--- src/rtl/dcache_flush_unit.sv ---
// Data-cache flush sequencer: sweeps every set, writes back dirty ways, then clears metadata.
// Define DCACHE_FLUSH_INVALIDATE_EN for clean-and-invalidate; otherwise only dirty state is cleared.
module dcache_flush_unit #(
    parameter int NUM_SETS = 256,
    parameter int NUM_WAYS = 8
) (
    input  logic                                            clk_i,
    input  logic                                            rst_i,
    input  logic                                            flush_i,
    output logic                                            flush_ack_o,
    output logic                                            busy_o,
    output logic                                            meta_req_o,
    output logic [$clog2(NUM_SETS)-1:0]                     meta_idx_o,
    input  logic                                            meta_gnt_i,
    input  logic [NUM_WAYS-1:0]                             meta_dirty_i,
    output logic                                            meta_we_o,
    output logic [NUM_WAYS-1:0]                             meta_clr_o,
    output logic                                            wb_valid_o,
    output logic [$clog2(NUM_SETS)-1:0]                     wb_idx_o,
    output logic [((NUM_WAYS > 1) ? $clog2(NUM_WAYS) : 1)-1:0] wb_way_o,
    input  logic                                            wb_ready_i
);

    localparam int IDX_W = $clog2(NUM_SETS);
    localparam int WAY_W = (NUM_WAYS > 1) ? $clog2(NUM_WAYS) : 1;

    typedef enum logic [2:0] {
        IDLE,
        RD_REQ,
        RD_WAIT,
        WB,
        CLR,
        NEXT,
        ACK,
        DRAIN
    } state_t;

    state_t              state_q, state_d;
    logic [IDX_W-1:0]    cnt_q, cnt_d;
    logic [NUM_WAYS-1:0] pend_q, pend_d;
    logic [NUM_WAYS-1:0] dirty_q, dirty_d;

    logic [WAY_W-1:0]    low_way;
    logic [NUM_WAYS-1:0] low_oh;

    always_ff @(posedge clk_i) begin
        if (rst_i) begin
            state_q <= IDLE;
            cnt_q   <= '0;
            pend_q  <= '0;
            dirty_q <= '0;
        end else begin
            state_q <= state_d;
            cnt_q   <= cnt_d;
            pend_q  <= pend_d;
            dirty_q <= dirty_d;
        end
    end

    // Lowest-index pending way; descending scan so the smallest set bit wins.
    always_comb begin
        low_way = '0;
        low_oh  = '0;
        for (int w = NUM_WAYS - 1; w >= 0; w--) begin
            if (pend_q[w]) begin
                low_way   = WAY_W'(w);
                low_oh    = '0;
                low_oh[w] = 1'b1;
            end
        end
    end

    always_comb begin
        state_d     = state_q;
        cnt_d       = cnt_q;
        pend_d      = pend_q;
        dirty_d     = dirty_q;
        flush_ack_o = 1'b0;
        busy_o      = (state_q != IDLE);
        meta_req_o  = 1'b0;
        meta_idx_o  = '0;
        meta_we_o   = 1'b0;
        meta_clr_o  = '0;
        wb_valid_o  = 1'b0;
        wb_idx_o    = '0;
        wb_way_o    = '0;

        case (state_q)
            IDLE: begin
                if (flush_i) begin
                    cnt_d   = '0;
                    state_d = RD_REQ;
                end
            end
            RD_REQ: begin
                meta_req_o = 1'b1;
                meta_idx_o = cnt_q;
                if (meta_gnt_i) state_d = RD_WAIT;
            end
            RD_WAIT: begin
                pend_d  = meta_dirty_i;
                dirty_d = meta_dirty_i;
                state_d = (meta_dirty_i != '0) ? WB : CLR;
            end
            WB: begin
                wb_valid_o = 1'b1;
                wb_idx_o   = cnt_q;
                wb_way_o   = low_way;
                if (wb_ready_i) begin
                    pend_d = pend_q & ~low_oh;
                    if ((pend_q & ~low_oh) == '0) state_d = CLR;
                end
            end
            CLR: begin
                meta_we_o  = 1'b1;
                meta_idx_o = cnt_q;
`ifdef DCACHE_FLUSH_INVALIDATE_EN
                meta_clr_o = '1;
`else
                meta_clr_o = dirty_q;
`endif
                if (meta_gnt_i) state_d = NEXT;
            end
            NEXT: begin
                if (cnt_q == IDX_W'(NUM_SETS - 1)) begin
                    state_d = ACK;
                end else begin
                    cnt_d   = cnt_q + 1'b1;
                    state_d = RD_REQ;
                end
            end
            ACK: begin
                flush_ack_o = 1'b1;
                state_d     = DRAIN;
            end
            DRAIN: begin
                if (!flush_i) state_d = IDLE;
            end
            default: state_d = IDLE;
        endcase
    end

endmodule
--- config.mk ---
export PLATFORM = sky130hd
export DESIGN_NAME = dcache_flush_unit
export DESIGN_NICKNAME = d
export VERILOG_FILES = /design/src/rtl/dcache_flush_unit.sv
export SDC_FILE = /design/constraint.sdc
export NUM_CORES = 1
export LEC_CHECK = 0
export ABC_AREA = 1
export BUFFER_PORTS_ARGS = -buffer_cell sky130_fd_sc_hd__clkbuf_2
export CAP_MARGIN = 20
export CORE_UTILIZATION = 47
export DETAILED_ROUTE_END_ITERATION = 7
export GPL_TIMING_DRIVEN = 0
export PLACE_DENSITY = 0.74
export SYNTH_ARGS = -nofsm -noshare
export SYNTH_HDL_FRONTEND = slang
export SYNTH_SLANG_ARGS = --single-unit
--- constraint.sdc ---
create_clock -name clk_i -period 1.3 [get_ports clk_i]
set_input_delay 0.065 -clock clk_i [delete_from_list [all_inputs] [get_ports clk_i]]
set_output_delay 0.065 -clock clk_i [all_outputs]
set_load 0.02 [all_outputs]
# Word level (Yosys, flattened, before mapping)

Cells that the tools add are included.

Word-level logic and storage cells: 70
Bits of input ports: 13
Memories kept: 0
Latch bits: 0
RAM bits: 0
Bits in registers: 27
ROM bits: 0

Reduce and logical (&&, ||, !) cells: 10
Shift operators: 0
Multipliers: 0
Bitwise operators: 2
Add/subtract/negate cells: 1
Eq/ne operators: 15
$lt $le $gt $ge: 0
Div/mod/pow operators: 0
Mux-type cells: 38

Operators by type and width:

| kind                  | number |
|---|---|
| $mux W8               | 14 |
| $mux W3               | 17 |
| $pmux W8 S2           | 2 |
| $pmux W3 S8           | 1 |
| $ne A2 B2 Y1 const B  | 7 |
| $eq A3 B3 Y1 const B  | 4 |
| $add A8 B1 Y8 const B | 1 |
| $and A8 B8 Y8         | 1 |
| $eq A8 B8 Y1 const B  | 1 |
| $logic_not A8 Y1      | 1 |
| $not A8 Y8            | 1 |
| $reduce_bool A8 Y1    | 1 |
| $eq A3 B2 Y1 const B  | 2 |
| $reduce_and A6 Y1     | 1 |
| $mux W1               | 4 |
| $reduce_bool A2 Y1    | 2 |
| $eq A3 B1 Y1 const B  | 1 |
| $logic_not A3 Y1      | 1 |
| $reduce_and A3 Y1     | 1 |
| $reduce_bool A3 Y1    | 1 |
| $reduce_and A2 Y1     | 1 |
| $reduce_or A2 Y1      | 1 |

# Longest topological paths before layout

Depth in word-level cells: 14
Depth in mapped cells: 11
Mapped depth without buffers: 10

# Worst setup path after synthesis

No wires, ideal clock.

Path type: flip-flop to output port
Start point: reg state_q[0]
End point: out wb_way_o[0] (netlist name)
Buffers on the path: 1
Slack: -200 ps
Cell stages (with the launch flop): 6
Arrival time: 1435 ps
Cells stage by stage: dfxtp_1 nand2_2 nor2_4 inv_2 clkbuf_1 nor3_1

Cells in the longest elaborated chain, start to end: 2

RTL lines:

| item                   | line | RTL |
|---|---|---|
| from (decl)            | 38   | `state_t state_q, state_d;` |
| from (signal assigned) | 53   | `state_q <= state_d;` |
| $eq A3 B2 Y1           | 88   | `case (state_q)` |
| $mux W3                | 88   |  |
| to (decl)              | 20   | `output logic [((NUM_WAYS > 1) ? $clog2(NUM_WAYS) : 1)-1:0] wb_way_o,` |

Every way passes these cells.

# Worst setup path in the final report

Start point: reg state_q[1]
End point: out meta_idx_o[0]

Cells in the longest elaborated chain, start to end: 3
Elaborated cells on any way between the ends: 4

RTL lines:

| item                                                | line | RTL |
|---|---|---|
| $eq A3 B3 Y1 / $eq A3 B1 Y1 (equally long branches) | 88   |  |
| $reduce_or A2 Y1 (no source line) (*)               | -    |  |
| $mux W8 (*)                                         | 88   |  |
| to (decl)                                           | 13   | `output logic [$clog2(NUM_SETS)-1:0] meta_idx_o,` |

Every way passes the cells marked *; elsewhere a longest branch is shown, timed or not.

==> reports/qor.yml <==
violations: "negative hold slack, negative setup slack"
antenna_found_initial: 0
fin_crit_ns: 1.61
fp.dieW_um: 62.6
drcViolationCount: 0
htree_levels: 1
syn_area_um2: 1720
synth_cell_type_count: 31
p_per_area_nw_per_um2: 1680
worstPathMaxFanout: 8
clk_latency_ns: 0.34
grt_pass1_vias: 1964
cts_num_sinks: 27
crit_family: "simple AND/OR/NAND/NOR gates"
firstDrtPassIters: 6
ant_nets: 0
root_buffer: "clkbuf_4"
wl_per_cell_um: 15.9
area_growth_pct: 71.3
worst-r2r-setup-slack_ns: -0.28
worst_slack_ns: -0.312
vias: 2212
cts_inserted_buffers: 3
hold_path_class: "input port to flip-flop"
cp.depth: 7
start_kind: "flip-flop"
fp-row-count: 21
rsz0062_at_grt: "true"
dp_hpwl_um: 3140
r2r-end: "state_q[0]"
grt_pass1_wl_um: 8750
cp-end-kind: "primary output"
worst_slew_pin_slew_ns: 0.718
endpoint: "meta_idx_o[0]"
netlist_instances: 268
syn_area_per_cell_um2: 6.43
max-clock-path-buffers: 2
nets: 368
clock_skew_ns: 0.00213
peakVddDrop_uv: 986
path_clk_slew_ns: 0.16
gp_congestion: 0.847
die_h_um: 62.6
busiest_layer: "met2"
portBuffers: 44
status: "finished with violations"
period_share_pct: 124
die_area_um2: 3910
tritoncts: "yes"
grt_max_degree: 17
reg2reg_depth: 11
path_buf_inv: 3
startpoint: "state_q[1]"
cp_slowest_cell: "dfxtp_4"
slew_headroom_pct: 52.1
routed_wl_um: 6360
worstSetupPathType: "flip-flop to primary output"
grt_overflow: 0
seq_area_frac_synth_pct: 31.3
syn_nets: 282
path_cells: "buf_6, nor2_4, nand2_4, nand2_4, inv_6, nor2_2, buf_6"
yosysWarnings: 0
grt_use_met1_pct: 30.1
num_io_pins: 45
coreArea_um2: 3420
leakage_nw: 1.23
ys_ff_latch: 27
finalPower_mw: 4.96
n_antenna_cell: 0
initial_utilization_pct: 50.5
whs_ns: -0.000242
slowest_delay_ns: 0.39
drv_slew: 0
hold_viol_final: 1
r2r-start: "state_q[1]"
grtUsageMet3_pct: 5.29
arrival_ns: 1.55
finalSetupViolations: 54
routed_via_density: 5.54
drive_gt1_share_pct: 49.6
cap_violations: 0
fmax_mhz: 620
track_usage_pct: 27.5
gr-usage-met2_pct: 52.2
required_ns: 1.24
drt_iter0_markers: 154
setup_tns_ns: -9.59
worst min-delay path by stage:
| stage | from | endpoint | depth (start not counted) |
|---|---|---|---|
| 5_1_grt | meta_dirty_i[5] | pend_q[5] | 3 |
| 3_3_place_gp | rst_i | cnt_q[0] | 4 |
| 3_5_place_dp | rst_i | cnt_q[0] | 4 |
| 6_report | meta_dirty_i[5] | pend_q[5] | 3 |
| 4_1_cts | meta_dirty_i[5] | pend_q[5] | 3 |
| 2_1_floorplan | rst_i | cnt_q[0] | 3 |
worst min-delay path, cell delays in order:
cell      delay [ns]
clkbuf_2        0.10
nand2_1         0.08
a31oi_1         0.08
per-layer routing:
metal | vias up | wire length [µm] | share of wire (%)
met5 | - | 0 | 0
met3 | 17 | 350 | 5.5
met1 | 1048 | 2400 | 38
met2 | 108 | 3470 | 54
li1 | 1039 | - | -
met4 | 0 | 146 | 2.3
flip-flops by register name, indices dropped and copies added (netlist names):
| signal | flops |
|---|---|
| cnt_q | 8 |
| dirty_q | 8 |
| pend_q | 8 |
| state_q | 3 |
final cells by class:
type	count	area [µm²]
Clock inverter	1	7.51
Fill cell	183	462
Inverter	39	164
Multi-Input combinational cell	195	1280
Buffer	7	91.3
Timing Repair Buffer	81	767
Clock buffer	3	22.5
Tap cell	46	57.6
Sequential cell	27	562
stage by stage:
step / std cells / hold slack [ns] / utilization (%) / instance area, µm² / setup WS, ns
floorplan: 268 / 0.221 / - / 1750 / 0.00899
global placement: 358 / 0.345 / 59.3 / 2020 / -0.192
detailed placement: 358 / 0.353 / 59.3 / 2020 / -0.224
CTS: 386 / 0.00400 / 74.2 / 2530 / -0.255
global route: 399 / 0.00779 / 86.5 / 2950 / -0.348
finish: 399 / -0.000242 / 86.5 / 2950 / -0.312
logic make-up after synthesis:
| kind of cell | count (synthesis) | share of synthesized area (%) |
|---|---|---|
| AO/OA/AOI/OAI | 46 | 14.7 |
| flip-flops | 27 | 31.3 |
| XOR/XNOR | 4 | 2.03 |
| AND/OR/NAND/NOR | 143 | 39.1 |
| adder cells (fa/ha/maj) | 1 | 0.726 |
| buffers and inverters | 47 | 12.1 |
report_power, final:
part	leakage [nW]	internal, mW	total (mW)	switching, mW
clock network	0.0139	0.118	0.404	0.286
registers	0.225	1.08	1.31	0.227
logic	0.996	1.33	3.25	1.92
synthesized netlist by cell type:
| cell type | n | area share, % |
|---|---|---|
| o21ai_1 | 3 | 0.87 |
| or2_2 | 1 | 0.36 |
| clkbuf_1 | 2 | 0.44 |
| nand2_2 | 7 | 2.5 |
| nand3_1 | 20 | 5.8 |
| buf_6 | 1 | 0.65 |
| nand3_4 | 1 | 1.0 |
| inv_2 | 5 | 1.1 |
| nor2_1 | 44 | 9.6 |
| nor2_4 | 3 | 2.0 |
| o21ai_4 | 1 | 0.94 |
| a21oi_1 | 19 | 5.5 |
| o21ai_0 | 16 | 4.6 |
| ha_1 | 1 | 0.73 |
| buf_8 | 1 | 0.87 |
| nand4_2 | 1 | 0.73 |
| nand3_2 | 2 | 1.2 |
| a31oi_1 | 6 | 2.2 |
| a21oi_2 | 1 | 0.51 |
| inv_1 | 34 | 7.4 |
| nand2_1 | 50 | 11 |
| dfxtp_1 | 27 | 31 |
| or2_4 | 1 | 0.51 |
| nor2_2 | 4 | 1.5 |
| nor3_2 | 1 | 0.58 |
| xor2_1 | 4 | 2.0 |
| clkbuf_8 | 1 | 0.80 |
| nand4_1 | 3 | 1.1 |
| clkbuf_2 | 1 | 0.29 |
| buf_2 | 2 | 0.58 |
| nor3_1 | 5 | 1.5 |
timing repair:
action                                  CTS  global route
pin swaps                                 6            13
hold buffers                              7             0
hold endpoints to repair                  8             0
buffers inserted                         15            13
gates resized for setup                  81           125
endpoints found under the setup margin   54            59
gates cloned                              3             0
layout by cell type, fill, tap and decap left out, types with 2 or more instances in the layout:
cell type	instances
buf_12	2
clkbuf_4	3
nand3_2	2
nand3_4	4
dfxtp_1	18
buf_4	28
nand2_1	41
inv_4	5
buf_6	22
o21ai_0	15
dfxtp_2	5
a31oi_1	6
nand2_2	11
a21oi_1	11
xor2_1	4
clkbuf_2	13
nand3_1	18
inv_2	5
buf_8	10
clkbuf_8	3
nor3_4	2
a21oi_2	9
o21ai_1	3
nand2_4	5
nor2_1	19
nor2_4	21
dlygate4sd3_1	7
dfxtp_4	4
nor2_2	11
nand4_1	3
inv_1	28
nor3_1	3
(Power assumes the default switching activity.)
